File: src/rtl/latch_drv_pkg.sv
// Shared types and default sizing for the latch serial driver.
package latch_drv_pkg;

    localparam int DEF_WIDTH      = 8;
    localparam int DEF_BIT_CYCLES = 4;

    typedef enum logic [2:0] {
        ST_IDLE  = 3'd0,
        ST_SETUP = 3'd1,
        ST_OPEN  = 3'd2,
        ST_CLOSE = 3'd3,
        ST_DONE  = 3'd4
    } drv_state_e;

endpackage

File: src/rtl/latch_serial_driver_timer.sv
// Cycle counter for one bit period. The phase outputs describe the cycle that
// follows the coming clock edge, so the driver can register its outputs from them.
module bit_period_timer #(
    parameter int BIT_CYCLES = 4
) (
    input  logic clk,
    input  logic rst,
    input  logic start,
    output logic phase_setup,
    output logic phase_open,
    output logic phase_close,
    output logic period_end
);

    localparam int            CW   = (BIT_CYCLES > 1) ? $clog2(BIT_CYCLES) : 1;
    localparam logic [CW-1:0] LAST = CW'(BIT_CYCLES - 1);

    logic [CW-1:0] cnt_q, cnt_d;
    logic          active_q, active_d;

    // Last cycle of the current period; a start here chains straight into the next one.
    assign period_end = active_q && (cnt_q == LAST);

    always_comb begin
        active_d = active_q;
        cnt_d    = cnt_q;
        if (start) begin
            active_d = 1'b1;
            cnt_d    = '0;
        end else if (period_end) begin
            active_d = 1'b0;
            cnt_d    = '0;
        end else if (active_q) begin
            cnt_d = cnt_q + 1'b1;
        end
    end

    always_comb begin
        phase_setup = active_d && (cnt_d == '0);
        phase_close = active_d && (cnt_d == LAST);
        phase_open  = active_d && !phase_setup && !phase_close;
    end

    always_ff @(posedge clk) begin
        if (rst) begin
            active_q <= 1'b0;
            cnt_q    <= '0;
        end else begin
            active_q <= active_d;
            cnt_q    <= cnt_d;
        end
    end

endmodule

File: src/rtl/latch_serial_driver.sv
// Serializes a word MSB-first onto a level-triggered latch, opening the latch
// only mid-period so d_out never moves while the enable is high.
module latch_serial_driver
    import latch_drv_pkg::*;
#(
    parameter int WIDTH      = DEF_WIDTH,
    parameter int BIT_CYCLES = DEF_BIT_CYCLES
) (
    input  logic             clk,
    input  logic             rst,
    input  logic [WIDTH-1:0] din,
    input  logic             din_valid,
    output logic             din_ready,
    output logic             d_out,
    output logic             latch_en,
    output logic             busy,
    output logic             done
);

    if (WIDTH < 2 || BIT_CYCLES < 3) begin : g_bad_param
        $error("latch_serial_driver: need WIDTH >= 2 and BIT_CYCLES >= 3");
    end

    localparam int            BW       = $clog2(WIDTH);
    localparam logic [BW-1:0] LAST_BIT = BW'(WIDTH - 1);

    drv_state_e       state_q, state_d;
    logic [WIDTH-1:0] shift_q, shift_d;
    logic [BW-1:0]    bit_q, bit_d;
    logic             d_out_q, d_out_d;
    logic             latch_en_q, busy_q, done_q;

    logic accept, last_bit, tmr_start;
    logic ph_setup, ph_open, ph_close, period_end;

    assign din_ready = (state_q == ST_IDLE) && !rst;
    assign accept    = din_valid && din_ready;
    assign last_bit  = (bit_q == LAST_BIT);
    // Restart the period timer on accept and on every CLOSE that is not the last bit.
    assign tmr_start = accept || (period_end && !last_bit);

    bit_period_timer #(.BIT_CYCLES(BIT_CYCLES)) u_timer (
        .clk         (clk),
        .rst         (rst),
        .start       (tmr_start),
        .phase_setup (ph_setup),
        .phase_open  (ph_open),
        .phase_close (ph_close),
        .period_end  (period_end)
    );

    always_comb begin
        state_d = state_q;
        shift_d = shift_q;
        bit_d   = bit_q;
        d_out_d = d_out_q;
        case (state_q)
            ST_IDLE: begin
                if (accept) begin
                    shift_d = din;
                    d_out_d = din[WIDTH-1];
                    bit_d   = '0;
                    state_d = ST_SETUP;
                end
            end
            ST_SETUP, ST_OPEN: begin
                if (ph_open)       state_d = ST_OPEN;
                else if (ph_close) state_d = ST_CLOSE;
            end
            ST_CLOSE: begin
                // The timer only re-enters setup when another bit remains.
                if (ph_setup) begin
                    shift_d = shift_q << 1;
                    d_out_d = shift_q[WIDTH-2];
                    bit_d   = bit_q + 1'b1;
                    state_d = ST_SETUP;
                end else begin
                    state_d = ST_DONE;
                end
            end
            ST_DONE: state_d = ST_IDLE;
            default: state_d = ST_IDLE;
        endcase
    end

    always_ff @(posedge clk) begin
        if (rst) begin
            state_q    <= ST_IDLE;
            shift_q    <= '0;
            bit_q      <= '0;
            d_out_q    <= 1'b0;
            latch_en_q <= 1'b0;
            busy_q     <= 1'b0;
            done_q     <= 1'b0;
        end else begin
            state_q    <= state_d;
            shift_q    <= shift_d;
            bit_q      <= bit_d;
            d_out_q    <= d_out_d;
            latch_en_q <= (state_d == ST_OPEN);
            busy_q     <= (state_d != ST_IDLE);
            done_q     <= (state_d == ST_DONE);
        end
    end

    assign d_out    = d_out_q;
    assign latch_en = latch_en_q;
    assign busy     = busy_q;
    assign done     = done_q;

endmodule

File: config.mk
export PLATFORM = sky130hd
export DESIGN_NAME = latch_serial_driver
export DESIGN_NICKNAME = d
export VERILOG_FILES = /design/src/rtl/latch_drv_pkg.sv /design/src/rtl/latch_serial_driver_timer.sv /design/src/rtl/latch_serial_driver.sv
export SDC_FILE = /design/constraint.sdc
export NUM_CORES = 1
export LEC_CHECK = 0
export ABC_AREA = 1
export CAP_MARGIN = 5
export CORE_MARGIN = 5
export CORE_UTILIZATION = 39
export CTS_BUF_LIST = sky130_fd_sc_hd__clkbuf_4 sky130_fd_sc_hd__clkbuf_8 sky130_fd_sc_hd__clkbuf_16
export DETAILED_ROUTE_END_ITERATION = 12
export HOLD_SLACK_MARGIN = 0.12
export SLEW_MARGIN = 20
export SYNTH_ARGS = -nofsm -noshare
export SYNTH_HDL_FRONTEND = slang
export SYNTH_HIERARCHICAL = 1
export SYNTH_SLANG_ARGS = --single-unit
File: constraint.sdc
create_clock -name clk -period 3.4 [get_ports clk]
set_input_delay 0.68 -clock clk [delete_from_list [all_inputs] [get_ports clk]]
set_output_delay 0.68 -clock clk [all_outputs]
set_load 0.05 [all_outputs]
== Word level (Yosys, flattened, before mapping) ==
Cells that the tools add are included.
Word-level totals
  bits in registers: 20
  input port bits: 11
  logic and storage cells: 59
  output and inout bits: 5
Cells by class
  add/subtract/negate cells: 2
  equality and inequality tests: 10
  mux-type cells: 19
  reductions and logical operators: 19
Operators with widths (count)
  2-to-1 mux 3 bit: 6
  2-to-1 mux 7 bit: 2
  one-hot mux 7 bit (2 select lines): 1
  == test 3 x 2 -> 1 bit, second input constant: 3
  one-hot mux 3 bit (3 select lines): 1
  logical AND 1 bit: 8
  == test 3 bit, second input constant: 2
  2-to-1 mux 2 bit: 3
  one-hot mux 3 bit (2 select lines): 1
  == test 2 bit, second input constant: 2
  logical NOT 1 bit: 4
  2-to-1 mux 1 bit: 4
  inequality test 2 bit, second input constant: 2
  adder 3 x 1 -> 3 bit, second input constant: 1
  == test 3 x 1 -> 1 bit, second input constant: 1
  logical NOT 3 bit: 1
  AND reduction 3 bit: 1
  nonzero test 3 bit: 1
  adder 2 x 1 -> 2 bit, second input constant: 1
  logical NOT 2 bit: 1
  one-hot mux 1 bit (2 select lines): 1
  nonzero test 2 bit: 1
  OR reduction 2 bit: 1
  logical OR 1 bit: 1

== Longest topological paths before layout ==
Gate-level depths: netlist of the first run.
  depth after elaboration: 13
  gate-level depth with buffers: 16
  depth with buffers taken out: 16

== Modules after synthesis ==
The synthesis of the first run kept the hierarchy.
By module, submodules not included
  latch_serial_driver: cells an instance 123, instances 1, seq. area each 340.3 sq um, area an instance 863.3 sq um
  bit_period_timer: cells an instance 29, instances 1, seq. area each 60.1 sq um, area an instance 186.4 sq um

== Worst setup path before layout of the first run ==
Ideal clock, no wire load.
  kind: input-to-output
  from: input port rst
  to: output port din_ready
  arrival: 2.129 ns
  stages: 1
  path buffers: 0
  slack: 0.591 ns
  cells stage by stage: nor4_1
Between the ends
  word-level cells in the longest chain between the ends: 2
Ends and longest elaborated chain
  start: declaration: RTL line latch_serial_driver.sv:10  | input logic rst,
  logical NOT 1 bit: RTL line latch_serial_driver.sv:36  | assign din_ready = (state_q == ST_IDLE) && !rst;
  logical AND 1 bit: RTL line latch_serial_driver.sv:36
  end: declaration: RTL line latch_serial_driver.sv:13  | output logic din_ready,
No other way between the ends.

== Final worst setup path of the first run ==
Ends and elaborated chain as after synthesis.

==> flow_results.xml, run 1 <==
<?xml version="1.0" encoding="UTF-8"?>
<metrics>
  <group name="floorplan">
    <metric name="die_height" unit="um">61.9</metric>
    <metric name="floorplan.initialDensity" unit="%">41.6</metric>
    <metric name="count_of_pins_on_the_block_boundary" unit="">16</metric>
    <metric name="coreArea" unit="um^2">2520</metric>
    <metric name="die_width" unit="um">61.9</metric>
    <metric name="rows" unit="">18</metric>
    <metric name="die_area" unit="um^2">3830</metric>
  </group>
  <group name="synth">
    <metric name="synth.avg_cell_area" unit="um^2">6.91</metric>
    <metric name="area_fraction_in_compound_gates_after_synthesis" unit="%">4.29</metric>
    <metric name="yosysSeqAreaShare" unit="%">38.1</metric>
    <metric name="synth-xor-area-share" unit="%">0</metric>
    <metric name="postSynth.topFlopCell" unit="">dfxtp_1</metric>
    <metric name="yosys.area_share.adder" unit="%">3.58</metric>
    <metric name="synthesis.nets" unit="">166</metric>
    <metric name="async_reset_ff_share" unit="%">0</metric>
    <metric name="post_synth_and_or_nand_nor_area_fraction" unit="%">44.0</metric>
    <metric name="synthesis.instances" unit="">152</metric>
    <metric name="ys.warnings.count" unit="">6</metric>
    <metric name="yosys-mux-area-fraction" unit="%">0</metric>
    <metric name="synth_enable_flop_cells" unit="">0</metric>
    <metric name="synthesis.area" unit="um^2">1050</metric>
    <metric name="synth_top_cell_by_area" unit="">dfxtp_1</metric>
    <metric name="synth_cell_types" unit="">21</metric>
    <metric name="ys_seq_elements" unit="">20</metric>
    <metric name="main_combinational_cell_family_by_area_after_synthesis" unit="">simple AND/OR/NAND/NOR gates</metric>
    <metric name="synthTopCellsByArea" unit="">dfxtp_1, nand2_1, nor2_1, inv_1, nand3_1</metric>
    <metric name="synthDominantCellAreaShare" unit="%">38.1</metric>
  </group>
  <group name="place">
    <metric name="dp_worst_setup_slack" unit="ns">0.358</metric>
    <metric name="place_inst" unit="">195</metric>
    <metric name="hpwl_dp" unit="mm">1.54</metric>
    <metric name="place_congestion" unit="">0.748</metric>
    <metric name="portBuffers" unit="">15</metric>
  </group>
  <group name="clock_network">
    <metric name="cts-root-buf" unit="">clkbuf_4</metric>
    <metric name="cts_tree" unit="">yes</metric>
    <metric name="cts.sinks" unit="">20</metric>
    <metric name="cts.clk_slew.worst_paths" unit="ns">0.11</metric>
    <metric name="cts_hold_buffers" unit="">0</metric>
    <metric name="clock_insertion_delay_worst_skew" unit="ns">0.30</metric>
    <metric name="clock_path_buffers" unit="">2</metric>
    <metric name="cts_buffers" unit="">3</metric>
    <metric name="cts_max_level" unit="">1</metric>
    <metric name="cts_resized" unit="">0</metric>
    <metric name="postCtsSetupRepairBufs" unit="">0</metric>
  </group>
  <group name="sta">
    <metric name="worst_pin_slew" unit="ns">0.500</metric>
    <metric name="fin_skew" unit="ns">0.00221</metric>
    <metric name="min_period" unit="ns">2.95</metric>
    <metric name="finalMaxSlewViolations" unit="">0</metric>
    <metric name="grt_setup_unrepaired" unit="">false</metric>
    <metric name="finalSetupViolCount" unit="">0</metric>
    <metric name="final.period_utilization" unit="%">86.7</metric>
    <metric name="hold_violations" unit="">0</metric>
    <metric name="max_clock_freq" unit="MHz">339</metric>
    <metric name="max-slew-margin-rel" unit="%">66.6</metric>
    <metric name="setup_total_negative_slack" unit="ns">0</metric>
    <metric name="worst_slack" unit="ns">0.452</metric>
  </group>
  <group name="critical_path">
    <metric name="cp-end-kind" unit="">output port</metric>
    <metric name="critPathArrivalTime" unit="ns">2.27</metric>
    <metric name="setup.worst_path.start_class" unit="">input pin</metric>
    <metric name="worst-path-max-fanout" unit="">7</metric>
    <metric name="critical_path_required" unit="ns">2.72</metric>
    <metric name="worst-setup-path-type" unit="">in -&gt; out</metric>
  </group>
  <group name="detailed_routing">
    <metric name="antenna_left" unit="">0</metric>
    <metric name="route.final.wire_length" unit="mm">2.01</metric>
    <metric name="dr_total_vias" unit="">918</metric>
    <metric name="number_of_vias_per_cell" unit="">4.61</metric>
    <metric name="detail_route.iter0.violations" unit="">31</metric>
    <metric name="drc" unit="">0</metric>
    <metric name="routed_wire_length_per_instance" unit="um">10.1</metric>
    <metric name="drt_pass1_iterations" unit="">4</metric>
  </group>
  <group name="power">
    <metric name="total_switching_power" unit="uW">129</metric>
    <metric name="power.share.clock" unit="%">29.1</metric>
    <metric name="power_per_cell_area" unit="nW/um^2">378</metric>
    <metric name="internal-power" unit="uW">346</metric>
    <metric name="power_frac_seq" unit="%">53.3</metric>
    <metric name="total_power" unit="uW">476</metric>
    <metric name="maximum_ir_drop_on_the_vdd_rail" unit="mV">0.258</metric>
    <metric name="power.static_leakage" unit="nW">0.624</metric>
    <metric name="p_comb_share" unit="%">17.6</metric>
    <metric name="power.switching_fraction" unit="%">27.2</metric>
  </group>
  <group name="outcome">
    <metric name="outcome" unit="">completed</metric>
  </group>
  <group name="final_layout">
    <metric name="antenna-diode-count" unit="">0</metric>
    <metric name="number_of_cells_in_the_finished_layout_apart_from_fillers" unit="">199</metric>
    <metric name="layout.nets" unit="">184</metric>
    <metric name="flow.area_growth_from_synthesis" unit="%">19.8</metric>
    <metric name="fraction_of_final_layout_cells_with_drive_strength_greater_than_1" unit="%">10.7</metric>
  </group>
  <group name="hold_path">
    <metric name="worst_hold_class" unit="">reg -&gt; reg</metric>
  </group>
  <group name="global_routing">
    <metric name="global_route.usage.total" unit="%">12.3</metric>
    <metric name="grt_pass1_wl" unit="mm">3.57</metric>
    <metric name="grt_start_max_net_pins" unit="">17</metric>
    <metric name="antenna_found_initial" unit="">0</metric>
    <metric name="globalRoute.totalOverflow" unit="">0</metric>
    <metric name="grt_pass1_vias" unit="">848</metric>
  </group>
  <group name="job">
    <metric name="max_cap_violations" unit="">0</metric>
  </group>
</metrics>
flip-flops by register name, summed over array words and instances (netlist names):
register and count:
shift_q 7, bit_q 3, state_q 3, u_timer/cnt_q 2, busy 1, d_out 1
done 1, latch_en 1, u_timer/active_q 1
cells by family (layout without fill, tap and decap cells):
| logic type | count (synthesis) | in the layout |
|---|---|---|
| DFF | 20 | 20 |
| and+or+nand+nor | 95 | 95 |
| AOI/OAI and AO/OA | 9 | 9 |
| buffers and inverters | 25 | 42 |
| adders and majority gates | 3 | 3 |
cell usage after synthesis (2+ instances only):
master	number
nand2_2	5
o21ai_1	6
a21oi_1	2
nand2_1	37
nor2_2	3
dfxtp_1	20
ha_1	3
nand3_1	9
nand3_4	2
inv_1	22
nand4_1	2
nor2_1	31
nand2_4	2
worst paths after layout:
check | from | slack (ns) | cells after the start | endpoint
setup reg to reg | state_q[0] | 1.19 | 12 | shift_q[6]
hold / removal | shift_q[0] | 0.50 | 2 | shift_q[0]
setup / recovery | rst | 0.45 | 3 | din_ready
hold reg to reg | shift_q[0] | 0.50 | 2 | shift_q[0]
stage by stage:
stage	hold WS, ns	util (%)	area (um^2)
finish	0.499	49.9	1260
detailed placement	0.480	48.4	1220
global route	0.513	49.9	1260
CTS	0.499	49.9	1260
floorplan	0.454	-	1050
global placement	0.484	48.4	1220
metal layers:
layer  track usage (%)  wire length, um
met1              15.4              958
met2              20.6              924
met3              4.55              112
met4              1.82               15
met5                 0                0
power groups by stage:
stage	Combinational [mW]	Sequential [mW]	Clock, mW
after global placement	0.0840	0.259	0
final	0.0840	0.254	0.138
after detailed placement	0.0846	0.259	0
after CTS	0.0849	0.254	0.145
after floorplan	0.0527	0.263	0
after global routing	0.0952	0.255	0.155
layout by cell type (no fill, tap or decap), drive strengths merged:
master         count
nand4              3
nor4               1
ha                 3
a21oi              2
inv               23
clkdlybuf4s50     15
nand2             44
nand3b             1
or2                1
nand3             11
dfxtp             20
o21ai              7
clkbuf             4
nor2              34
worst max-delay path, cell delays in order:
cell             delay (ns)
clkdlybuf4s50_1        0.53
nor4_1                 0.22
clkdlybuf4s50_1        0.84
area by class of cell:
class                           instances  area [um^2]
Clock buffer                            4         36.3
Sequential cell                        20          400
Tap cell                               30         37.5
Fill cell                             262         1260
Inverter                               23         88.8
Multi-Input combinational cell        107          544
Timing Repair Buffer                   15          150
(Power assumes the default switching activity.)
==> run 2, diff against run 1 <==
--- a/config.mk
+++ b/config.mk
@@ -11,7 +11,8 @@
 export CORE_UTILIZATION = 39
 export CTS_BUF_LIST = sky130_fd_sc_hd__clkbuf_4 sky130_fd_sc_hd__clkbuf_8 sky130_fd_sc_hd__clkbuf_16
 export DETAILED_ROUTE_END_ITERATION = 12
-export HOLD_SLACK_MARGIN = 0.12
+export HOLD_SLACK_MARGIN = 0.15
+export REMOVE_ABC_BUFFERS = 1
 export SLEW_MARGIN = 20
 export SYNTH_ARGS = -nofsm -noshare
 export SYNTH_HDL_FRONTEND = slang
==> run 2 against run 1 <==
- fmax increased by 0.12%
- critical path depth unchanged
- total power shrank 5.5%
- hold slack got worse by 0.00073 ns
- clock-buffer cell count decreased by 1
==> flow_results.xml, run 2 (synthesis results as in run 1) <==
<?xml version="1.0" encoding="UTF-8"?>
<metrics>
  <group name="outcome">
    <metric name="outcome" unit="">completed</metric>
  </group>
  <group name="final_layout">
    <metric name="mostFrequentLayoutCell" unit="">nand2_1</metric>
    <metric name="final.fill_count" unit="">266</metric>
    <metric name="largest_reg_flops" unit="">7</metric>
    <metric name="layout.nets" unit="">184</metric>
    <metric name="fraction_of_final_layout_cells_with_drive_strength_greater_than_1" unit="%">10.1</metric>
    <metric name="largestRegisters" unit="">shift_q (7), bit_q (3), state_q (3)</metric>
    <metric name="final_cell_mix" unit="">nand2_1, nor2_1, inv_1, dfxtp_1, clkdlybuf4s50_1</metric>
    <metric name="flow.area_growth_from_synthesis" unit="%">18.5</metric>
    <metric name="regMostFlops" unit="">shift_q</metric>
    <metric name="antenna-diode-count" unit="">0</metric>
    <metric name="number_of_cells_in_the_finished_layout_apart_from_fillers" unit="">198</metric>
  </group>
  <group name="job">
    <metric name="max_cap_violations" unit="">0</metric>
  </group>
  <group name="detailed_routing">
    <metric name="drt_pass1_iterations" unit="">4</metric>
    <metric name="antenna_left" unit="">0</metric>
    <metric name="drc" unit="">0</metric>
    <metric name="detail_route.iter0.violations" unit="">16</metric>
    <metric name="routed_wire_length_per_instance" unit="um">10.3</metric>
    <metric name="number_of_vias_per_cell" unit="">4.56</metric>
    <metric name="route.final.wire_length" unit="mm">2.04</metric>
    <metric name="dr_total_vias" unit="">902</metric>
  </group>
  <group name="floorplan">
    <metric name="die_width" unit="um">61.9</metric>
    <metric name="count_of_pins_on_the_block_boundary" unit="">16</metric>
    <metric name="die_area" unit="um^2">3830</metric>
    <metric name="rows" unit="">18</metric>
    <metric name="coreArea" unit="um^2">2520</metric>
    <metric name="die_height" unit="um">61.9</metric>
    <metric name="floorplan.initialDensity" unit="%">41.6</metric>
  </group>
  <group name="critical_path">
    <metric name="cells_on_worst_reg2reg_path" unit="">12</metric>
    <metric name="worstPathCellList" unit="">clkdlybuf4s50_1 &gt; nor4_1 &gt; clkdlybuf4s50_1</metric>
    <metric name="critical_path_required" unit="ns">2.72</metric>
    <metric name="timing.critical_path.slowest_stage_cell" unit="">clkdlybuf4s50_1</metric>
    <metric name="setup.worst_path.start_class" unit="">input pin</metric>
    <metric name="critical-path-top-delay-family" unit="">buffers and inverters</metric>
    <metric name="cp_startpoint" unit="">rst</metric>
    <metric name="critical_path_endpoint" unit="">din_ready</metric>
    <metric name="cp-end-kind" unit="">output port</metric>
    <metric name="timing.reg2reg.setup_slack" unit="ns">1.20</metric>
    <metric name="worst-setup-path-type" unit="">in -&gt; out</metric>
    <metric name="timing.rr.end" unit="">shift_q[2]</metric>
    <metric name="crit_path_frequent_cell" unit="">clkdlybuf4s50_1</metric>
    <metric name="critPathArrivalTime" unit="ns">2.26</metric>
    <metric name="critical-path-max-stage-delay" unit="ns">0.85</metric>
    <metric name="critical_path_buf_inv_count" unit="">2</metric>
    <metric name="cp_num_cells" unit="">3</metric>
    <metric name="worst-path-max-fanout" unit="">7</metric>
    <metric name="r2r-start" unit="">state_q[0]</metric>
  </group>
  <group name="global_routing">
    <metric name="globalRoute.totalOverflow" unit="">0</metric>
    <metric name="grt_pass1_wl" unit="mm">3.66</metric>
    <metric name="grt_start_max_net_pins" unit="">17</metric>
    <metric name="global_route.usage.total" unit="%">12.7</metric>
    <metric name="antenna_found_initial" unit="">0</metric>
    <metric name="grt_pass1_vias" unit="">903</metric>
  </group>
  <group name="clock_network">
    <metric name="cts_max_level" unit="">1</metric>
    <metric name="cts_resized" unit="">0</metric>
    <metric name="postCtsSetupRepairBufs" unit="">0</metric>
    <metric name="cts-root-buf" unit="">clkbuf_4</metric>
    <metric name="cts_tree" unit="">yes</metric>
    <metric name="cts.clk_slew.worst_paths" unit="ns">0.11</metric>
    <metric name="cts.sinks" unit="">20</metric>
    <metric name="clock_path_buffers" unit="">2</metric>
    <metric name="cts_hold_buffers" unit="">0</metric>
    <metric name="cts_buffers" unit="">3</metric>
    <metric name="clock_insertion_delay_worst_skew" unit="ns">0.29</metric>
  </group>
  <group name="sta">
    <metric name="fin_skew" unit="ns">0.00259</metric>
    <metric name="worst_slack" unit="ns">0.456</metric>
    <metric name="grt_setup_unrepaired" unit="">false</metric>
    <metric name="worst_pin_slew" unit="ns">0.504</metric>
    <metric name="finalSetupViolCount" unit="">0</metric>
    <metric name="finalMaxSlewViolations" unit="">0</metric>
    <metric name="setup_total_negative_slack" unit="ns">0</metric>
    <metric name="hold_violations" unit="">0</metric>
    <metric name="hold_slack" unit="ns">0.499</metric>
    <metric name="final.period_utilization" unit="%">86.6</metric>
    <metric name="min_period" unit="ns">2.94</metric>
    <metric name="max-slew-margin-rel" unit="%">66.3</metric>
    <metric name="max_clock_freq" unit="MHz">340</metric>
  </group>
  <group name="power">
    <metric name="total_power" unit="uW">450</metric>
    <metric name="power.share.clock" unit="%">25.0</metric>
    <metric name="p_comb_share" unit="%">18.7</metric>
    <metric name="internal-power" unit="uW">322</metric>
    <metric name="power_frac_seq" unit="%">56.3</metric>
    <metric name="maximum_ir_drop_on_the_vdd_rail" unit="mV">0.185</metric>
    <metric name="power.switching_fraction" unit="%">28.3</metric>
    <metric name="power.static_leakage" unit="nW">0.617</metric>
    <metric name="total_switching_power" unit="uW">127</metric>
    <metric name="power_per_cell_area" unit="nW/um^2">362</metric>
  </group>
  <group name="place">
    <metric name="portBuffers" unit="">15</metric>
    <metric name="dp_worst_setup_slack" unit="ns">0.375</metric>
    <metric name="place_inst" unit="">195</metric>
    <metric name="place_congestion" unit="">0.775</metric>
    <metric name="hpwl_dp" unit="mm">1.55</metric>
  </group>
  <group name="hold_path">
    <metric name="worst_hold_class" unit="">reg -&gt; reg</metric>
  </group>
</metrics>
-- run 2: worst min-delay path: cells and delay by family, from the launching register on --
family	cells	cell delay, ns
flops	1	0.32
simple gates	1	0.08
compound gates	1	0.06
-- run 2: per-layer routing --
layer	track usage (%)	share of wire, %	vias to the layer above
met2	20.3	44	10
met1	16.2	51	388
li1	-	-	499
met5	0	0	-
met4	5.45	1.6	0
met3	3.31	3.5	5
-- run 2: final cells by class --
| class | count | area (um^2) | area share (%) |
|---|---|---|---|
| timing repair buffer | 15 | 150 | 12.1 |
| tap | 30 | 37.5 | 3.02 |
| inverter | 23 | 88.8 | 7.14 |
| multi-input combinational | 107 | 544 | 43.8 |
| sequential | 20 | 400 | 32.2 |
| clock buffer | 3 | 22.5 | 1.81 |
-- run 2: worst min path at each step --
stage / start / to / cells past startpoint
finish: shift_q[0] / shift_q[0] / 2
global route: shift_q[0] / shift_q[0] / 2
CTS: shift_q[0] / shift_q[0] / 2
detailed placement: shift_q[0] / shift_q[0] / 2
global placement: bit_q[1] / bit_q[1] / 2
floorplan: shift_q[0] / shift_q[0] / 2
-- run 2: power by group through the flow --
stage               logic [mW]  clock network, mW  registers [mW]
floorplan               0.0521                  0           0.263
global placement        0.0838                  0           0.259
detailed placement      0.0842                  0           0.259
CTS                     0.0848              0.120           0.254
global route            0.0948              0.130           0.255
finish                  0.0840              0.112           0.253
-- run 2: through the flow --
stage          util, %  cell area, um^2
6_report          49.3             1240
5_1_grt           49.3             1240
4_1_cts           49.3             1240
3_5_place_dp      48.4             1220
3_3_place_gp      48.4             1220
2_1_floorplan        -             1030
==> run 3, diff against run 2 <==
--- a/config.mk
+++ b/config.mk
@@ -8,7 +8,7 @@
 export ABC_AREA = 1
 export CAP_MARGIN = 5
 export CORE_MARGIN = 5
-export CORE_UTILIZATION = 39
+export CORE_UTILIZATION = 40
 export CTS_BUF_LIST = sky130_fd_sc_hd__clkbuf_4 sky130_fd_sc_hd__clkbuf_8 sky130_fd_sc_hd__clkbuf_16
 export DETAILED_ROUTE_END_ITERATION = 12
 export HOLD_SLACK_MARGIN = 0.15
==> run 3 against run 2 <==
- die area is 2.1% lower
- total power increased by 0.85%
- cell area is the same
- critical path depth is the same
- register-to-register slack got worse by 0.03 ns
- clock skew rose by 0.0028 ns
- global-route usage rose by 0.75 points
- sequential power about the same
- clock power about the same
- fmax is 0.45% lower
- sequential share of layout area stayed put
- critical path type unchanged
- utilization is 0.44 points higher
==> flow_results.xml, run 3 (synthesis results as in run 1) <==
<?xml version="1.0" encoding="UTF-8"?>
<metrics>
  <group name="clock_network">
    <metric name="cts_resized" unit="">0</metric>
    <metric name="cts-root-buf" unit="">clkbuf_4</metric>
    <metric name="cts_buffers" unit="">3</metric>
    <metric name="cts_max_level" unit="">1</metric>
    <metric name="cts.clk_slew.worst_paths" unit="ns">0.12</metric>
    <metric name="clock_insertion_delay_worst_skew" unit="ns">0.30</metric>
    <metric name="postCtsSetupRepairBufs" unit="">0</metric>
    <metric name="cts.sinks" unit="">20</metric>
    <metric name="clock_path_buffers" unit="">2</metric>
    <metric name="cts_hold_buffers" unit="">0</metric>
    <metric name="cts_tree" unit="">yes</metric>
  </group>
  <group name="place">
    <metric name="dp_worst_setup_slack" unit="ns">0.356</metric>
    <metric name="portBuffers" unit="">15</metric>
    <metric name="hpwl_dp" unit="mm">1.58</metric>
    <metric name="place_inst" unit="">195</metric>
    <metric name="place_congestion" unit="">0.802</metric>
  </group>
  <group name="floorplan">
    <metric name="coreArea" unit="um^2">2500</metric>
    <metric name="count_of_pins_on_the_block_boundary" unit="">16</metric>
    <metric name="die_area" unit="um^2">3750</metric>
    <metric name="die_height" unit="um">61.2</metric>
    <metric name="rows" unit="">18</metric>
    <metric name="die_width" unit="um">61.2</metric>
    <metric name="floorplan.initialDensity" unit="%">42.0</metric>
  </group>
  <group name="critical_path">
    <metric name="critPathArrivalTime" unit="ns">2.28</metric>
    <metric name="crit_path_frequent_cell" unit="">clkdlybuf4s50_1</metric>
    <metric name="cp-end-kind" unit="">output port</metric>
    <metric name="critical_path_endpoint" unit="">din_ready</metric>
    <metric name="timing.rr.end" unit="">shift_q[3]</metric>
    <metric name="timing.critical_path.slowest_stage_cell" unit="">clkdlybuf4s50_1</metric>
    <metric name="worst-path-max-fanout" unit="">7</metric>
    <metric name="cells_on_worst_reg2reg_path" unit="">12</metric>
    <metric name="critical-path-max-stage-delay" unit="ns">0.85</metric>
    <metric name="timing.reg2reg.setup_slack" unit="ns">1.17</metric>
    <metric name="r2r-start" unit="">state_q[0]</metric>
    <metric name="worst-setup-path-type" unit="">in -&gt; out</metric>
    <metric name="worstPathCellList" unit="">clkdlybuf4s50_1 &gt; nor4_1 &gt; clkdlybuf4s50_1</metric>
    <metric name="critical_path_required" unit="ns">2.72</metric>
    <metric name="setup.worst_path.start_class" unit="">input pin</metric>
    <metric name="cp_startpoint" unit="">rst</metric>
  </group>
  <group name="power">
    <metric name="power.share.clock" unit="%">25.5</metric>
    <metric name="total_switching_power" unit="uW">131</metric>
    <metric name="power_per_cell_area" unit="nW/um^2">365</metric>
    <metric name="internal-power" unit="uW">322</metric>
    <metric name="p_comb_share" unit="%">18.6</metric>
    <metric name="power.switching_fraction" unit="%">28.9</metric>
    <metric name="power_frac_seq" unit="%">55.9</metric>
    <metric name="maximum_ir_drop_on_the_vdd_rail" unit="mV">0.192</metric>
    <metric name="power.static_leakage" unit="nW">0.617</metric>
  </group>
  <group name="final_layout">
    <metric name="mostFrequentLayoutCell" unit="">nand2_1</metric>
    <metric name="final_cell_mix" unit="">nand2_1, nor2_1, inv_1, dfxtp_1, clkdlybuf4s50_1</metric>
    <metric name="fraction_of_final_layout_cells_with_drive_strength_greater_than_1" unit="%">10.1</metric>
    <metric name="largestRegisters" unit="">shift_q (7), bit_q (3), state_q (3)</metric>
    <metric name="largest_reg_flops" unit="">7</metric>
    <metric name="number_of_cells_in_the_finished_layout_apart_from_fillers" unit="">198</metric>
    <metric name="layout.nets" unit="">184</metric>
    <metric name="antenna-diode-count" unit="">0</metric>
    <metric name="flow.area_growth_from_synthesis" unit="%">18.5</metric>
    <metric name="regMostFlops" unit="">shift_q</metric>
  </group>
  <group name="outcome">
    <metric name="outcome" unit="">completed</metric>
  </group>
  <group name="hold_path">
    <metric name="worstHoldStart" unit="">bit_q[2]</metric>
    <metric name="worst_hold_class" unit="">reg -&gt; reg</metric>
  </group>
  <group name="detailed_routing">
    <metric name="antenna_left" unit="">0</metric>
    <metric name="route.final.wire_length" unit="mm">2.11</metric>
    <metric name="dr_total_vias" unit="">924</metric>
    <metric name="detail_route.iter0.violations" unit="">24</metric>
    <metric name="routed_wire_length_per_instance" unit="um">10.7</metric>
    <metric name="drc" unit="">0</metric>
    <metric name="drt_pass1_iterations" unit="">4</metric>
    <metric name="number_of_vias_per_cell" unit="">4.67</metric>
  </group>
  <group name="sta">
    <metric name="grt_setup_unrepaired" unit="">false</metric>
    <metric name="finalMaxSlewViolations" unit="">0</metric>
    <metric name="finalSetupViolCount" unit="">0</metric>
    <metric name="max-slew-margin-rel" unit="%">66.4</metric>
    <metric name="final.period_utilization" unit="%">87.0</metric>
    <metric name="max_clock_freq" unit="MHz">338</metric>
    <metric name="worst_pin_slew" unit="ns">0.503</metric>
    <metric name="worst_slack" unit="ns">0.442</metric>
    <metric name="setup_total_negative_slack" unit="ns">0</metric>
    <metric name="min_period" unit="ns">2.96</metric>
    <metric name="hold_violations" unit="">0</metric>
    <metric name="fin_skew" unit="ns">0.00535</metric>
  </group>
  <group name="job">
    <metric name="max_cap_violations" unit="">0</metric>
  </group>
  <group name="global_routing">
    <metric name="grtUsageMet1" unit="%">15.2</metric>
    <metric name="grt_pass1_wl" unit="mm">3.73</metric>
    <metric name="globalRoute.totalOverflow" unit="">0</metric>
    <metric name="antenna_found_initial" unit="">0</metric>
    <metric name="grt_start_max_net_pins" unit="">17</metric>
    <metric name="grt_pass1_vias" unit="">860</metric>
    <metric name="global_route.usage.total" unit="%">13.5</metric>
    <metric name="grt.met3_usage" unit="%">4.40</metric>
    <metric name="top_usage_layer" unit="">met2</metric>
    <metric name="globalRouteMet2Util" unit="%">22.7</metric>
  </group>
</metrics>
## run 3: per-stage QoR
stage               hold slack, ns  utilization (%)  total power, mW  area, um^2
finish                       0.501             49.7            0.454        1240
global route                 0.536             49.7            0.483        1240
CTS                          0.504             49.7            0.459        1240
detailed placement           0.487             48.8            0.343        1220
global placement             0.487             48.8            0.343        1220
floorplan                    0.454                -            0.315        1030
## run 3: power by group through the flow
stage	combinational [mW]	sequential [mW]	clock, mW
after detailed placement	0.0841	0.259	0
final	0.0845	0.254	0.115
after global routing	0.0952	0.255	0.132
after CTS	0.0852	0.254	0.120
after global placement	0.0839	0.259	0
after floorplan	0.0521	0.263	0
## run 3: final cells by class
type                            count  area (um^2)
Fill cell                         272         1260
Multi-Input combinational cell    107          544
Sequential cell                    20          400
Timing Repair Buffer               15          150
Inverter                           23         88.8
Tap cell                           30         37.5
Clock buffer                        3         22.5
## run 3: worst min-delay path by stage
stage                 end  slack (ns)  depth (start not counted)
2_1_floorplan  shift_q[0]        0.45                          2
3_3_place_gp     bit_q[1]        0.49                          2
3_5_place_dp     bit_q[2]        0.49                          2
4_1_cts          bit_q[2]        0.50                          2
5_1_grt        shift_q[0]        0.54                          2
6_report         bit_q[2]        0.50                          2
## run 3: layer usage
| layer | wire length (um) | share of wire (%) |
|---|---|---|
| met3 | 97 | 4.6 |
| met4 | 19 | 0.90 |
| met2 | 1030 | 48 |
| met1 | 972 | 46 |
| met5 | 0 | 0 |
## run 3: worst max-delay path: cells and delay by family
kind                   cells  cell delay, ns
and+or+nand+nor            1            0.22
buffers and inverters      2            1.37
